File: config.mk
export PLATFORM = sky130hd
export DESIGN_NAME = ast_downconv_64to8
export DESIGN_NICKNAME = d
export VERILOG_FILES = /design/src/rtl/ast_downconv_64to8.sv
export SDC_FILE = /design/constraint.sdc
export NUM_CORES = 1
export LEC_CHECK = 0
export CAP_MARGIN = 30
export CELL_PAD_IN_SITES_DETAIL_PLACEMENT = 2
export CELL_PAD_IN_SITES_GLOBAL_PLACEMENT = 2
export CORE_ASPECT_RATIO = 0.6
export CORE_UTILIZATION = 40
export CTS_CLUSTER_SIZE = 30
export DETAILED_ROUTE_END_ITERATION = 8
export DONT_BUFFER_PORTS = 1
export PLACE_DENSITY = 0.74
export SLEW_MARGIN = 10
export SYNTH_ARGS = -nofsm -noshare
export SYNTH_HDL_FRONTEND = slang
export SYNTH_SLANG_ARGS = --single-unit
export TNS_END_PERCENT = 30
File: constraint.sdc
create_clock -name clk -period 9 [get_ports clk]
set_input_delay 0.45 -clock clk [delete_from_list [all_inputs] [get_ports clk]]
set_output_delay 0.45 -clock clk [all_outputs]
set_load 0.05 [all_outputs]
File: src/rtl/ast_downconv_64to8.sv
// ast_downconv_64to8: Avalon-ST 64-bit to 8-bit width down-converter.
//
// A single holding register keeps one sink beat. Its bytes go out one per
// source handshake, most-significant byte first. The sink is ready again in
// the same cycle that the last byte of the held beat is taken, so packets
// stream with no bubble between beats.
//
// Sink beats that break framing raise a one-cycle framing_err pulse:
//   - a beat without sop arriving outside a packet is accepted and dropped;
//   - a sop beat arriving inside a packet starts a new packet. The previous
//     packet is left without an eop.
//
// Optional build macro AST_DOWNCONV_STATS_EN adds the pkt_count and
// byte_count statistics outputs.
//
// state | meaning
// EMPTY | no beat held; sink ready
// EMIT  | beat held; byte idx_q presented on the source
module ast_downconv_64to8 (
    input  logic        clk,
    input  logic        reset,
    input  logic [63:0] asi_in_data,
    input  logic        asi_in_valid,
    output logic        asi_in_ready,
    input  logic        asi_in_sop,
    input  logic        asi_in_eop,
    input  logic [2:0]  asi_in_empty,
    input  logic [5:0]  asi_in_error,
    output logic [7:0]  aso_out_data,
    output logic        aso_out_valid,
    input  logic        aso_out_ready,
    output logic        aso_out_sop,
    output logic        aso_out_eop,
    output logic [5:0]  aso_out_error,
`ifdef AST_DOWNCONV_STATS_EN
    output logic [31:0] pkt_count,
    output logic [31:0] byte_count,
`endif
    output logic        framing_err
);

    typedef enum logic {
        ST_EMPTY = 1'b0,
        ST_EMIT  = 1'b1
    } state_t;

    state_t      state_q, state_d;
    logic [63:0] data_q, data_d;
    logic [2:0]  idx_q, idx_d;
    logic [2:0]  last_q, last_d;
    logic        bsop_q, bsop_d;
    logic        beop_q, beop_d;
    logic [5:0]  err_q, err_d;
    logic        in_pkt_q, in_pkt_d;
    logic        fe_q, fe_d;

    logic        out_hs;
    logic        last_hs;
    logic        ready_int;
    logic        accept;
    logic        drop_beat;
    logic [7:0]  byte_sel;

    // Handshake decode. Ready does not wait for reset to be released
    // internally; the port is masked below.
    always_comb begin
        out_hs    = aso_out_valid && aso_out_ready;
        last_hs   = out_hs && (idx_q == last_q);
        ready_int = (state_q == ST_EMPTY) || last_hs;
        accept    = asi_in_valid && ready_int;
        drop_beat = !asi_in_sop && !in_pkt_q;
    end

    assign asi_in_ready = ready_int && !reset;

    // Next-state and holding-register update.
    always_comb begin
        state_d  = state_q;
        data_d   = data_q;
        idx_d    = idx_q;
        last_d   = last_q;
        bsop_d   = bsop_q;
        beop_d   = beop_q;
        err_d    = err_q;
        in_pkt_d = in_pkt_q;
        fe_d     = 1'b0;

        if (out_hs) begin
            if (last_hs) begin
                state_d = ST_EMPTY;
            end else begin
                idx_d = idx_q + 3'd1;
            end
        end

        if (accept) begin
            if (drop_beat) begin
                // Orphan beat: accepted so the sink never stalls, then dropped.
                fe_d = 1'b1;
            end else begin
                state_d = ST_EMIT;
                data_d  = asi_in_data;
                idx_d   = 3'd0;
                last_d  = asi_in_eop ? (3'd7 - asi_in_empty) : 3'd7;
                bsop_d  = asi_in_sop;
                beop_d  = asi_in_eop;
                err_d   = asi_in_eop ? asi_in_error : 6'd0;
                fe_d    = asi_in_sop && in_pkt_q;
                if (asi_in_eop) begin
                    in_pkt_d = 1'b0;
                end else if (asi_in_sop) begin
                    in_pkt_d = 1'b1;
                end
            end
        end
    end

    // Control state register with synchronous reset.
    always_ff @(posedge clk) begin
        if (reset) begin
            state_q  <= ST_EMPTY;
            idx_q    <= 3'd0;
            last_q   <= 3'd0;
            bsop_q   <= 1'b0;
            beop_q   <= 1'b0;
            err_q    <= 6'd0;
            in_pkt_q <= 1'b0;
            fe_q     <= 1'b0;
        end else begin
            state_q  <= state_d;
            idx_q    <= idx_d;
            last_q   <= last_d;
            bsop_q   <= bsop_d;
            beop_q   <= beop_d;
            err_q    <= err_d;
            in_pkt_q <= in_pkt_d;
            fe_q     <= fe_d;
        end
    end

    // Beat payload needs no reset; it is only observed while a beat is held.
    always_ff @(posedge clk) begin
        data_q <= data_d;
    end

    // Byte lane select: byte 0 is the most significant byte of the beat.
    always_comb begin
        byte_sel = 8'd0;
        case (idx_q)
            3'd0: byte_sel = data_q[63:56];
            3'd1: byte_sel = data_q[55:48];
            3'd2: byte_sel = data_q[47:40];
            3'd3: byte_sel = data_q[39:32];
            3'd4: byte_sel = data_q[31:24];
            3'd5: byte_sel = data_q[23:16];
            3'd6: byte_sel = data_q[15:8];
            3'd7: byte_sel = data_q[7:0];
            default: byte_sel = 8'd0;
        endcase
    end

    // Source outputs come straight from the held beat. They stay stable
    // under backpressure because idx_q only moves on a handshake.
    always_comb begin
        aso_out_valid = (state_q == ST_EMIT);
        aso_out_data  = byte_sel;
        aso_out_sop   = aso_out_valid && bsop_q && (idx_q == 3'd0);
        aso_out_eop   = aso_out_valid && beop_q && (idx_q == last_q);
        aso_out_error = aso_out_eop ? err_q : 6'd0;
    end

    assign framing_err = fe_q;

`ifdef AST_DOWNCONV_STATS_EN
    logic [31:0] pkt_count_q;
    logic [31:0] byte_count_q;

    // Statistics: one byte per source handshake, one packet per eop byte.
    always_ff @(posedge clk) begin
        if (reset) begin
            pkt_count_q  <= 32'd0;
            byte_count_q <= 32'd0;
        end else if (out_hs) begin
            byte_count_q <= byte_count_q + 32'd1;
            if (aso_out_eop) begin
                pkt_count_q <= pkt_count_q + 32'd1;
            end
        end
    end

    assign pkt_count  = pkt_count_q;
    assign byte_count = byte_count_q;
`endif

endmodule

==> results of run 1 <==
metrics by stage:
| stage | setup slack [ns] | instances | area (um2) | utilization [%] |
|---|---|---|---|---|
| 3_5_place_dp | 5.65 | 319 | 3420 | 43.4 |
| 2_1_floorplan | 4.52 | 212 | 3260 | - |
| 4_1_cts | 5.22 | 335 | 3720 | 47.2 |
| 5_1_grt | 5.43 | 336 | 3750 | 47.5 |
| 6_report | 5.69 | 336 | 3750 | 47.5 |
| 3_3_place_gp | 5.30 | 314 | 3390 | 43.0 |
cell families after synthesis:
| kind of cell | share of synthesized area (%) |
|---|---|
| DFF | 69.4 |
| and+or+nand+nor | 8.41 |
| AOI/OAI and AO/OA | 10.9 |
| buffers and inverters | 2.03 |
| muxes | 5.14 |
| adders and majority gates | 2.69 |
| xor gates and xnor gates | 1.38 |
placed cells by master, fill, tap and decap left out, types with 7 or more instances in the layout:
master     count
dfxtp_1       17
mux2_2        14
buf_4          8
a222oi_1       8
clkbuf_16      9
ha_1           7
nor2_1        10
edfxtp_1      64
nand2_1       15
and2_1         7
final cells by class:
type                    count  share of cell area (%)
repair buffers              9                    2.34
inverters                   6                   0.601
multi-input cells         116                    25.2
flip-flops and latches     81                    60.4
well taps                 108                    3.61
clock buffers               9                    6.01
clock inverters             7                    1.87
worst paths after layout:
kind,to,slack (ns),depth (start not counted)
worst min register to register,err_q[0],0.47,1
worst min-delay path,aso_out_valid,0.18,1
worst max-delay path,aso_out_data[6],5.69,7
worst max register to register,data_q[63],6.43,5
Yosys cell counts (all sizes together), types with 2 or more instances:
cell and instances:
a22oi 3, ha 7, clkbuf 5, nand2b 6, mux2 14, a222oi 8
a22o 6, nor2 11, a21oi 3, nor4 2, nand2 15, nor4b 2
inv 6, a221oi 4, o21ai 3, a41oi 6, edfxtp 64, xor2 3
nor3 4, and2 7, buf 4, dfxtp 17
metal layers:
layer  up-vias  global-route usage, %  share of wire, %  routed length, um
li1        856                      -                 -                  -
met1       963                   25.4                44               3620
met2        67                   31.1                47               3870
met3        10                   8.10               7.1                578
met4         0                   7.17               1.1                 91
met5         -                      0                 0                  0
power breakdown:
part / switching [uW] / internal, uW
logic: 46.2 / 20.6
clock network: 148 / 215
registers: 12.2 / 429
registers in the layout, indices dropped and copies added, names as in the netlist:
register,count
framing_err,1
in_pkt_q,1
bsop_q,1
idx_q,3
last_q,3
data_q,64
beop_q,1
err_q,6
aso_out_valid,1
critical path, stage by stage, from the launching register on:
cell and delay (ns):
dfxtp_1 0.54, buf_16 0.20, inv_1 0.10, ha_1 0.34
nor4_1 0.34, nand2b_1 0.42, a41oi_1 0.32, buf_4 0.23
==> run metrics, run 1 <==
first-pass GRT wire length around 12000 um; crit-path max FO 14; final hold viol count 0; area leader, netlist edfxtp_1; CTS tree yes; CTS resizes 0; Avg Cell Area, Syn 15.4 um2; routability cong. about 0.75; Power Total approximately 870 uW; Post-Synthesis Cells approximately 210; Layout area overhead 15.0%; diodes inserted 0; CP Capture Type output port; # clock sinks just over 80; Port Buffers 0; global route overflow 0; Leakage between 0.001 and 0.0015 uW; Avg WL per Cell around 24 um; TritonRoute pass-1 iters 5; Cell Pwr Density around 230 mW/mm2; DR DRC count 0; Primary FF master, synth edfxtp_1; RSZ-0062 raised after global routing false; YS warnings 0; Synth top area share between 50 and 60%; endpoints failing setup 0; row count 25; fillers around 740; WS Path Type register to output port; Worst-Skew Late Latency 0.34 ns; final hold slack 0.183 ns; status finished, final reports clean; Initial Utilization between 40% and 50%; Hold Startpoint reset; setup_tns 0 ns; Worst Setup Start Kind register; Hold Path Class primary input to register; Clock Pin Slew Worst Setup and Hold Paths around 0.060 ns; vias per cell ~5.6; Peak supply drop between 0.1 and 0.15 mV; top achievable clock speed 303 MHz; Setup Skew 0.00452 ns; flop and latch count out of synthesis approximately 80; die area between 0.008 and 0.009 mm2; Max Root-Sink Buffers 2; Core ar. between 0.007 and 0.008 mm2; RR Startpoint idx_q[2]; mapped cell area ~0.0033 mm2; relative slew slack 39.2%; Distinct cells, synth 39; placed wire-length estimate around 5800 um; Synth area leaders edfxtp_1 (59%), dfxtp_1 (10%), mux2_2 (4.8%); fin crit share 36.7%; CTS Hold Bufs 0; H-tree depth 3; register area share after synthesis a little over two thirds; EDFF count, synth 64; Via Count 1896; initial drt markers about 110; Maximum Capacitance Violations 0; initial antenna violation count 0; Critical Path Source idx_q[2]; Worst Path Arrival 2.86 ns; Post-synth ARST share 0%; critical path data required time approximately 8.6 ns; area of the multi-input gates around 940 um2; largest net degree at the start of global routing 68; syn_nets ~300; DIE WIDTH between 100 and 150 um; I/O pin count between 90 and 100; Post-Route WL 8160 um; Die Span Y roughly 70 um; min Tclk post-route 3.31 ns; Max Slew Vio Count 0; share of cells above drive strength 1 20.2%; Register Area ~0.0023 mm2; clk root buf clkbuf_16; remaining antenna violation count after routing 0; CTS Buf Count 9; Nets slightly above 300; worst slew pin tran between 0.9 and 1 ns; via count of the first global-routing pass 1973; Overall Global Routing Usage between 10% and 20%; postcts setup bufs 0
No activity file was read; power rests on OpenSTA's default activity.
==> run 2, diff against run 1 <==
==> constraint.sdc (replaced) <==
create_clock -name clk -period 3.37 [get_ports clk]
set_input_delay 0.1685 -clock clk [delete_from_list [all_inputs] [get_ports clk]]
set_output_delay 0.1685 -clock clk [all_outputs]
set_load 0.05 [all_outputs]
==> run metrics, run 2 (synthesized netlist as in run 1, its figures left out) <==
status finished, final reports clean; WS Path Type register to output port; fin crit share between 90% and 100%; H-tree depth 3 (unchanged); final hold viol count 0 (unchanged); Peak supply drop 0.466 mV (+280%); setup_tns 0 ns (unchanged); Worst Setup Start Kind register; vias per cell 5.49 (-2.7%); Max Root-Sink Buffers 2 (unchanged); endpoints failing setup 0 (unchanged); Worst-Skew Late Latency 0.35 ns (about the same); I/O pin count 98 (unchanged); Core ar. 0.00788 mm2 (unchanged); via count of the first global-routing pass 2559 (+30%); commonest cells after routing, fill and taps aside dlygate4sd3_1 (75), edfxtp_1 (64), dfxtp_1 (17); Register Area 0.00226 mm2 (unchanged); sw power 607 uW (+190%); RR Startpoint idx_q[2]; relative slew slack 46.6% (+7.4 points); Post-Route WL 11200 um (+38%); Cell Pwr Density 542 mW/mm2 (+130%); Initial Utilization 41.3% (unchanged); max reg flops 64 (unchanged); worst slew pin tran 0.800 ns (-0.109 ns); Via Count 2268 (+20%); global route overflow 0 (unchanged); clk root buf clkbuf_16; initial antenna violation count 1 (+1); Avg WL per Cell 27.2 um (+12%); crit-path max FO 14 (unchanged); r2r worst-path depth 4 (-1); sw frac 24.9% (+1.2 points); largest net degree at the start of global routing 68 (unchanged); fillers 714 (-3.8%); DR DRC count 0 (unchanged); DP Area 0.00345 mm2 (+0.80%); CP Capture Type output port; Die Span Y 71.9 um (unchanged); Setup Skew 0.00896 ns (+0.00444 ns); R2R Path End data_q[10]; # clock sinks 81 (unchanged); routability cong. 0.733 (-2.3%); area of the multi-input gates 947 um2 (+0.26%); Internal 1830 uW (+180%); design area 0.00450 mm2 (+20%); logic gate share of total power 10.9% (+3.2 points); CTS tree yes; postcts setup bufs 0 (unchanged); PnR worst setup slack 0.267 ns (-5.43 ns); sequential power share 48.5% (-2.2 points); Port Buffers 0 (unchanged); R2R setup slack 1.15 ns (-5.28 ns); die area 0.00853 mm2 (unchanged); row count 25 (unchanged); Worst Path Arrival 2.93 ns (+0.07 ns); Max Slew Vio Count 0 (unchanged); share of cells above drive strength 1 15.8% (-4.4 points); Hold Startpoint asi_in_sop; TritonRoute pass-1 iters 6 (+1); Overall Global Routing Usage 28.0% (+8.0 points); clock share of power 40.6% (-1.0 points); commonest non-fill, non-tap cell in the layout dlygate4sd3_1; initial drt markers 245 (+130%); dpl ws 0.710 ns (-4.94 ns); first-pass GRT wire length 16600 um (+40%); min Tclk post-route ~3.1 ns; top achievable clock speed ~320 MHz; CTS Buf Count 9 (unchanged); largest reg by FF count data_q; RSZ-0062 raised after global routing false; remaining antenna violation count after routing 0 (unchanged); Top Registers data_q: 64 flops, err_q: 6 flops; Clock Pin Slew Worst Setup and Hold Paths 0.06 ns (about the same); Power Total 2440 uW (+180%); Maximum Capacitance Violations 0 (unchanged); Min-Delay Path Depth 2 (+1); hold worst-path end in_pkt_q; Layout area overhead 38.2%; Hold Path Class primary input to register; Nets 385 (+25%); DIE WIDTH 119 um (unchanged); placed wire-length estimate 6030 um (+4.6%); Leakage 0.00157 uW (+24%); critical path data required time 3.20 ns (-5.35 ns)
==> run 2: changes by cell type in the layout (fill, tap and decap cells not counted), sizes merged <==
cell and change:
buf +1, clkinv -3, clkinvlp +3, diode +1, dlygate4sd3 +75
==> run 2: power by group through the flow <==
| stage | logic [uW] | clock network [uW] | registers [uW] |
|---|---|---|---|
| final | 266 | 990 | 1180 |
| after global routing | 279 | 1050 | 1190 |
| after CTS | 256 | 979 | 1180 |
| after detailed placement | 181 | 0 | 1200 |
| after global placement | 176 | 0 | 1190 |
| after floorplan | 137 | 0 | 1190 |
==> run 2: timing repair <==
action | CTS | global route
endpoints found under the setup margin | 0 | 1
hold buffers | 75 | 0
endpoints found under the hold margin | 78 | 0
resized for setup | 0 | 1
==> run 2: worst max path at each step <==
stage	to	start	slack [ns]	depth (start not counted)
3_5_place_dp	aso_out_data[7]	idx_q[2]	0.71	6
5_1_grt	aso_out_data[2]	idx_q[2]	0.16	7
4_1_cts	aso_out_data[7]	idx_q[2]	0.35	6
6_report	aso_out_data[2]	idx_q[2]	0.27	7
2_1_floorplan	aso_out_error[0]	aso_out_valid	0.03	3
3_3_place_gp	aso_out_data[4]	idx_q[2]	0.92	5
==> run 2: layer usage <==
| metal | wire, um | part of all wire [%] | vias up | GRT usage (%) |
|---|---|---|---|---|
| met4 | 207 | 1.8 | 0 | 10.7 |
| met3 | 602 | 5.4 | 14 | 7.94 |
| met1 | 4620 | 41 | 1151 | 33.2 |
| met5 | 0 | 0 | - | 0 |
| li1 | - | - | 1014 | - |
| met2 | 5800 | 52 | 89 | 49.1 |
==> run 2: final cells by class <==
cell class | instances | share of cell area (%)
Sequential cell | 81 | 50.2
Clock inverter | 7 | 1.56
Clock buffer | 9 | 5.00
Timing Repair Buffer | 85 | 18.6
Tap cell | 108 | 3.00
Multi-Input combinational cell | 116 | 21.0
Inverter | 6 | 0.500
Antenna cell | 1 | 0.0556
==> run 2: worst max-delay path: stages (launching register included) <==
cell,delay (ns)
dfxtp_1,0.63
inv_1,0.20
ha_1,0.42
nor4_1,0.44
nand2b_2,0.33
nor2_1,0.24
a41oi_1,0.08
buf_4,0.24
==> run 2: per-stage QoR <==
stage | hold slack, ns | std cells | util [%]
floorplan | 0.267 | 212 | -
global placement | 0.239 | 321 | 43.8
detailed placement | 0.243 | 321 | 43.8
CTS | 0.00632 | 412 | 57.1
global route | 0.0299 | 413 | 57.1
finish | 0.0366 | 413 | 57.1
